==> config.mk <==
export PLATFORM = sky130hd
export DESIGN_NAME = level_edge_filter
export DESIGN_NICKNAME = d
export VERILOG_FILES = /design/src/rtl/level_edge_filter.sv
export SDC_FILE = /design/constraint.sdc
export NUM_CORES = 1
export LEC_CHECK = 0
export BUFFER_PORTS_ARGS = -buffer_cell sky130_fd_sc_hd__clkbuf_2
export CAP_MARGIN = 20
export CORE_MARGIN = 2
export CORE_UTILIZATION = 47
export DETAILED_ROUTE_END_ITERATION = 12
export PLACE_DENSITY_LB_ADDON = 0.2
export RECOVER_POWER = 25
export SLEW_MARGIN = 15
export SYNTH_ARGS = -nofsm -noshare
export SYNTH_HDL_FRONTEND = slang
export SYNTH_SLANG_ARGS = --single-unit
==> constraint.sdc <==
create_clock -name clk -period 1.6 [get_ports clk]
set_input_delay 0.08 -clock clk [delete_from_list [all_inputs] [get_ports clk]]
set_output_delay 0.08 -clock clk [all_outputs]
set_load 0.05 [all_outputs]
==> src/rtl/level_edge_filter.sv <==
// Glitch filter for a synchronized level: publishes a debounced level,
// one-cycle rise/fall pulses and a saturating accepted-edge count.
module level_edge_filter #(
  parameter int   FILT_CYC = 4,
  parameter int   CNT_W    = 8,
  parameter logic RST_LVL  = 1'b0
) (
  input  logic             clk,
  input  logic             rst_n,
  input  logic             din,
  input  logic             cnt_clr,
  output logic             dout,
  output logic             rise_pls,
  output logic             fall_pls,
  output logic [CNT_W-1:0] edge_cnt,
  output logic             busy
);

  localparam int CW = $clog2(FILT_CYC + 1);
  localparam logic [CW-1:0] LAST = CW'(FILT_CYC - 1);
  localparam logic ONE_CYC = (FILT_CYC == 1);

  typedef enum logic [1:0] {
    LOW,
    CHK_H,
    HIGH,
    CHK_L
  } state_e;

  localparam state_e HOME = RST_LVL ? HIGH : LOW;

  state_e            state_q;
  logic [CW-1:0]     stab_q;
  logic              dout_q;
  logic              rise_q;
  logic              fall_q;
  logic              busy_q;
  logic [CNT_W-1:0]  edge_q;
  logic [CNT_W-1:0]  edge_d;
  logic              acc_r;
  logic              acc_f;

  always_comb begin
    acc_r = 1'b0;
    acc_f = 1'b0;
    case (state_q)
      LOW:   acc_r = din & ONE_CYC;
      CHK_H: acc_r = din & (stab_q == LAST);
      HIGH:  acc_f = ~din & ONE_CYC;
      CHK_L: acc_f = ~din & (stab_q == LAST);
      default: ;
    endcase
  end

  // Clear wins first, then a coincident accept counts on top of it.
  always_comb begin
    edge_d = edge_q;
    if (acc_r || acc_f) begin
      if (cnt_clr)
        edge_d = CNT_W'(1);
      else if (!(&edge_q))
        edge_d = edge_q + CNT_W'(1);
    end else if (cnt_clr) begin
      edge_d = '0;
    end
  end

  always_ff @(posedge clk or negedge rst_n) begin
    if (!rst_n) begin
      state_q <= HOME;
      stab_q  <= '0;
      dout_q  <= RST_LVL;
      rise_q  <= 1'b0;
      fall_q  <= 1'b0;
      busy_q  <= 1'b0;
      edge_q  <= '0;
    end else begin
      rise_q <= acc_r;
      fall_q <= acc_f;
      edge_q <= edge_d;
      case (state_q)
        LOW: begin
          if (acc_r) begin
            state_q <= HIGH;
            dout_q  <= 1'b1;
          end else if (din) begin
            state_q <= CHK_H;
            stab_q  <= CW'(1);
            busy_q  <= 1'b1;
          end
        end
        CHK_H: begin
          if (!din) begin
            state_q <= LOW;
            stab_q  <= '0;
            busy_q  <= 1'b0;
          end else if (acc_r) begin
            state_q <= HIGH;
            stab_q  <= '0;
            dout_q  <= 1'b1;
            busy_q  <= 1'b0;
          end else begin
            stab_q <= stab_q + CW'(1);
          end
        end
        HIGH: begin
          if (acc_f) begin
            state_q <= LOW;
            dout_q  <= 1'b0;
          end else if (!din) begin
            state_q <= CHK_L;
            stab_q  <= CW'(1);
            busy_q  <= 1'b1;
          end
        end
        CHK_L: begin
          if (din) begin
            state_q <= HIGH;
            stab_q  <= '0;
            busy_q  <= 1'b0;
          end else if (acc_f) begin
            state_q <= LOW;
            stab_q  <= '0;
            dout_q  <= 1'b0;
            busy_q  <= 1'b0;
          end else begin
            stab_q <= stab_q + CW'(1);
          end
        end
        default: begin
          state_q <= HOME;
          stab_q  <= '0;
          busy_q  <= 1'b0;
        end
      endcase
    end
  end

  assign dout     = dout_q;
  assign rise_pls = rise_q;
  assign fall_pls = fall_q;
  assign busy     = busy_q;
  assign edge_cnt = edge_q;

endmodule

After elaboration in Yosys (flattened, before gate mapping):

Cells that the tools add are included.

* input port bits: 4
* output and inout bits: 12
* register bits: 17

* reductions and logical operators: 9
* bitwise logic cells: 3
* equal/unequal tests: 15
* multiplexer cells: 38
* $add $sub $neg: 2

Operators with widths (number)
* $mux W8: 4
* $mux W3: 8
* $mux W2: 8
* $mux W1: 14
* $ne A2 B2 Y1 const B: 7
* $ne A3 B3 Y1 const B: 4
* $pmux W3 S4: 1
* $add A8 B1 Y8 const B: 1
* $pmux W1 S4: 2
* $pmux W2 S4: 1
* $reduce_and A4 Y1: 2
* $reduce_and A8 Y1: 1
* $reduce_and A6 Y1: 1
* $eq A2 B2 Y1 const B: 2
* $reduce_and A2 Y1: 2
* $add A3 B1 Y3 const B: 1
* $eq A3 B2 Y1 const B: 1
* $and A1 B1 Y1: 2
* $eq A2 B1 Y1 const B: 1
* $logic_not A2 Y1: 1
* $reduce_bool A2 Y1: 1
* $logic_or A1 B1 Y1: 1
* $not A1 Y1: 1

Logic depth before layout (Yosys ltp):

* depth after elaboration: 6
* mapped depth: 6
* gate-level depth less buffers: 5

Worst setup path before layout:

OpenSTA, ideal clock, no wires.

* path type: reg-to-reg
* start: reg edge_q[0], in the netlist edge_cnt[0]
* end: reg edge_q[2], in the netlist edge_cnt[2]
* library setup time: 0.078 ns
* setup slack: -0.222 ns
* period minus slack after synthesis: 1.822 ns
* cell stages (with the launch flop): 7
* buffers on the path: 1
* arrival: 1.744 ns
* data required time: 1.522 ns
* cell sequence: dfrtp_1 -> ha_1 -> nand3_1 -> o2111ai_2 -> buf_4 -> or3_1 -> a21oi_1

* cells in the longest elaborated chain, start to end: 4

RTL lines
* start: declaration: line 38 `logic [CNT_W-1:0] edge_q;`
* start signal: assignment: line 80 `edge_q <= edge_d;`
* $add A8 B1 Y8: line 62 `edge_d = edge_q + CNT_W'(1);`
* $mux W8: line 61 `else if (!(&edge_q))`
* $mux W8: line 59 `if (cnt_clr)`
* $mux W8: line 58 `if (acc_r || acc_f) begin`

Parallel ways exist; a longest one is shown, timed or not. The select of a mux whose other input is x is not followed.
A chain may end at the register's enable or synchronous reset.

Worst setup path after layout:

* start: reg edge_q[1], in the netlist edge_cnt[1]
* end: reg edge_q[7], in the netlist edge_cnt[7]

Same word-level chain as after synthesis.

==> flow_results.org <==
** Synthesis
- Synthesis handed over a netlist of 76 instances.
- Counting flops and latches in the post-synthesis netlist gives 17.
- Yosys warning count :: 0
- By area, the combinational part of the netlist is dominated by simple AND/OR/NAND/NOR gates.
- Post-Synthesis Net Count :: 83
- Post-synthesis instance area :: 808 um^2
- Post-Synth Simple-Gate Area :: 17.2%
- Compound-cell area share of the yosys netlist :: 16.4%
- The synthesized netlist contains 25 unique library cells.
- Xor/xnor share of the synthesized area :: 3.10%
- Multiplexer share of the synthesized area :: 2.63%
- Post-synthesis area per instance :: 10.6 um^2
- Sequential cell area fraction in the yosys report :: 52.6%
- Summing the areas of all fa, ha and maj instances in the mapped netlist gives 4.64% of the synthesized area.

** STA
- For this run, the top clock speed supported by timing is 626 MHz.
- Between clock sinks in the finished design, the worst skew comes to 0.00170 ns.
- At the pin with the least slew margin, the transition time is 0.912 ns.
- RSZ-0062 raised after global routing :: yes
- Shortest clock period the worst path allows after layout :: 1.60 ns
- Worst setup margin :: 0.00315 ns
- Final number of max-transition violations :: 0
- Dividing the final minimum period by the clock period gives 99.8%.
- Headroom to the max-slew limit came out at 39.2%.
- The final hold violation count is 0.
- Count of endpoints failing setup in the final report :: 0

** Clocking
- Counting the buffers created by CTS gives 3.
- Number of sinks on the clock net :: 17
- Number of H-tree levels :: 1
- At the later pin of the worst-skew pair, clock insertion delay measures 0.28 ns.
- Clock tree from TritonCTS :: built
- After clock tree synthesis, the clock-pin slew on the worst setup and hold paths is 0.10 ns.
- The clock passes through at most 2 buffers.
- Clock Tree Root :: clkbuf_4

** Floorplan
- Area of the core :: 1560 um^2
- IO Pins :: 16
- Total Die Area :: 2070 um^2
- The floorplan step set the die height to 45.5 um.
- Die W :: 45.5 um
- For this configuration, the core starts out at a cell density of 51.8%.
- In this run the core area contains 14 standard-cell rows.

** Power
- Summed over all cells, the static leakage comes to 0.465 nW.
- Design Power :: 1.41 mW
- The worst-case IR drop observed on VDD is 0.918 mV.
- Dividing total power by cell area gives a power density of 1290 nW/um^2.

** Worst hold path
- Source of the worst hold timing path :: din
- Worst min-delay path endpoint :: fall_pls
- The tightest min-delay check is of the in -> reg type.
- Along the worst hold path, the cell count comes to 2.

** Status
- Outcome :: finished clean

** Flow run
- Across the run, the number of max-cap violations was 0.

** Global route
- Entering global routing, the biggest net connects 18 pins.
- The initial antenna violation count was 0.
- Met2 track utilization from global routing :: 33.2%
- Grt met3 use :: 2.38%
- Met1 Resource Use GR :: 25.0%
- GRT busiest layer :: met2
- GRT Total Usage :: 19.9%
- The first global-routing pass estimated 2930 um of wire.
- Grt ovf :: 0
- Via count of the first global-routing pass :: 708

** Setup path
- Startpoint type of the worst setup path :: flop
- Critical path capture point type :: flop
- On the worst path, the slowest cell contributes a delay of 0.53 ns.
- Worst reg2reg startpoint :: edge_cnt[1]
- R2R Path End :: edge_cnt[7]
- The most critical setup path has its startpoint at edge_cnt[1].
- R2r worst-path depth :: 5
- Together, buffers and inverters on the worst path number 0.
- In this design, the largest share of critical-path delay is due to simple AND/OR/NAND/NOR gates.
- Data required, critical path :: 1.82 ns
- The critical path goes through ha_4 > nand3_2 > o2111ai_4 > or4_1 > a21oi_2.
- On the critical path, the stage with the largest delay is an instance of or4_1.
- The worst setup path is of the reg -> reg kind.
- In this run the worst path has a maximum fanout of 8.
- Setup slack on the worst reg-to-reg path comes out at 0.003 ns.
- Signal arrival time at the worst endpoint :: 1.82 ns

** Place
- After legalization and detailed placement, the total HPWL measured 1210 um.
- Final weighted congestion of routability-driven global placement :: 0.759
- Placed inst area :: 1000 um^2
- Buffers on Ports :: 15
- Setup slack at placement :: -0.0650 ns

** Routing
- Iter 0 DRT Violations :: 19
- Via count normalized by instance count :: 5.48
- Total via count after detailed routing :: 674
- Number of routed nets with antenna violations :: 0
- In the final routed layout, each cell accounts on average for 12.9 um.
- After detailed routing, the total wire length is 1590 um.
- Number of remaining DRC errors :: 0
- For this run, the detailed router's first-pass iteration total came to 4.

** Layout
- # nets final :: 115
- Final core utilization :: 70.0%
- Antenna cells :: 0
- Of the cells placed in the final design, the portion with a size suffix greater than 1 is 44.9%.
- Layout-stage area growth over the synthesis result :: 35.0%
- Commonest cells after routing, fill and taps aside :: clkbuf_2, buf_4, dfrtp_1, o21ai_0, dfrtp_2
- The finished cells cover 1090 um^2.
routing by layer:
metal	wire length [um]	vias up
li1	-	342
met1	722	315
met2	793	15
met3	54	2
met4	15	0
met5	0	-
worst max-delay path by stage:
stage          cells after the start          end  slack (ns)
5_1_grt                            6  edge_cnt[3]       -0.06
6_report                           5  edge_cnt[7]       0.003
2_1_floorplan                      6  edge_cnt[2]       -0.02
3_3_place_gp                       4  edge_cnt[5]      0.0007
3_5_place_dp                       5  edge_cnt[5]       -0.07
4_1_cts                            5  edge_cnt[5]      -0.002
repair_timing:
item,4_1_cts,5_1_grt
pin swaps,5,2
hold endpoints to repair,17,0
resized for setup,4,3
setup endpoints to repair,4,6
buffers inserted,2,0
hold buffers,1,0
synthesized netlist by cell type:
master	number	share of area [%]
nand2_1	5	2.3
nand3b_1	2	1.9
inv_1	3	1.4
mux2_2	1	1.4
or4_1	3	2.8
xnor2_1	1	1.1
a21oi_1	7	4.3
dfrtp_1	17	53
buf_1	1	0.46
o211ai_1	1	0.93
or3_1	3	2.3
o21a_1	1	0.93
nand3_1	5	3.1
o21bai_1	1	0.93
o21ai_0	6	3.7
ha_1	3	4.6
buf_2	1	0.62
nand4_1	2	1.5
buf_4	1	0.93
nor3b_1	2	1.9
o2111ai_2	1	1.9
o31ai_1	4	3.7
mux2i_1	1	1.2
xor2_2	1	2.0
nor2_1	3	1.4
flip-flops by register name, indices dropped and copies added (netlist names), named ones only:
| name | cells |
|---|---|
| fall_pls | 1 |
| dout | 1 |
| busy | 1 |
| rise_pls | 1 |
| edge_cnt | 8 |
| stab_q | 3 |
| state_q | 1 |
power by group:
group	switching [mW]	total, mW	internal, mW	leakage [nW]
logic	0.360	0.603	0.243	0.234
clock network	0.131	0.224	0.0928	0.0177
registers	0.0646	0.586	0.521	0.213
total	0.556	1.41	0.856	0.465
logic make-up (layout without fill, tap and decap cells):
logic type,after synthesis,in the layout
mux,2,2
buf+inv,6,37
fa+ha+maj,3,3
xor+xnor,2,2
compound gates,21,21
simple gates,25,25
flops,17,17
through the flow:
stage / setup TNS, ns / hold slack, ns / std cells
3_3_place_gp: 0 / 0.0328 / 116
5_1_grt: -0.237 / 0.0699 / 123
3_5_place_dp: -0.164 / 0.0374 / 116
4_1_cts: -0.00167 / 0.0526 / 123
6_report: 0 / 0.0601 / 123
2_1_floorplan: -0.0621 / -0.216 / 76
final cells by class:
cell class / count / area, um^2
clock buffers: 3 / 22.5
clock inverters: 1 / 5.00
fillers: 114 / 468
inverters: 3 / 11.3
multi-input cells: 53 / 410
flip-flops and latches: 17 / 433
well taps: 16 / 20.0
repair buffers: 30 / 189
Note: power is estimated with default switching activity, not from simulation.
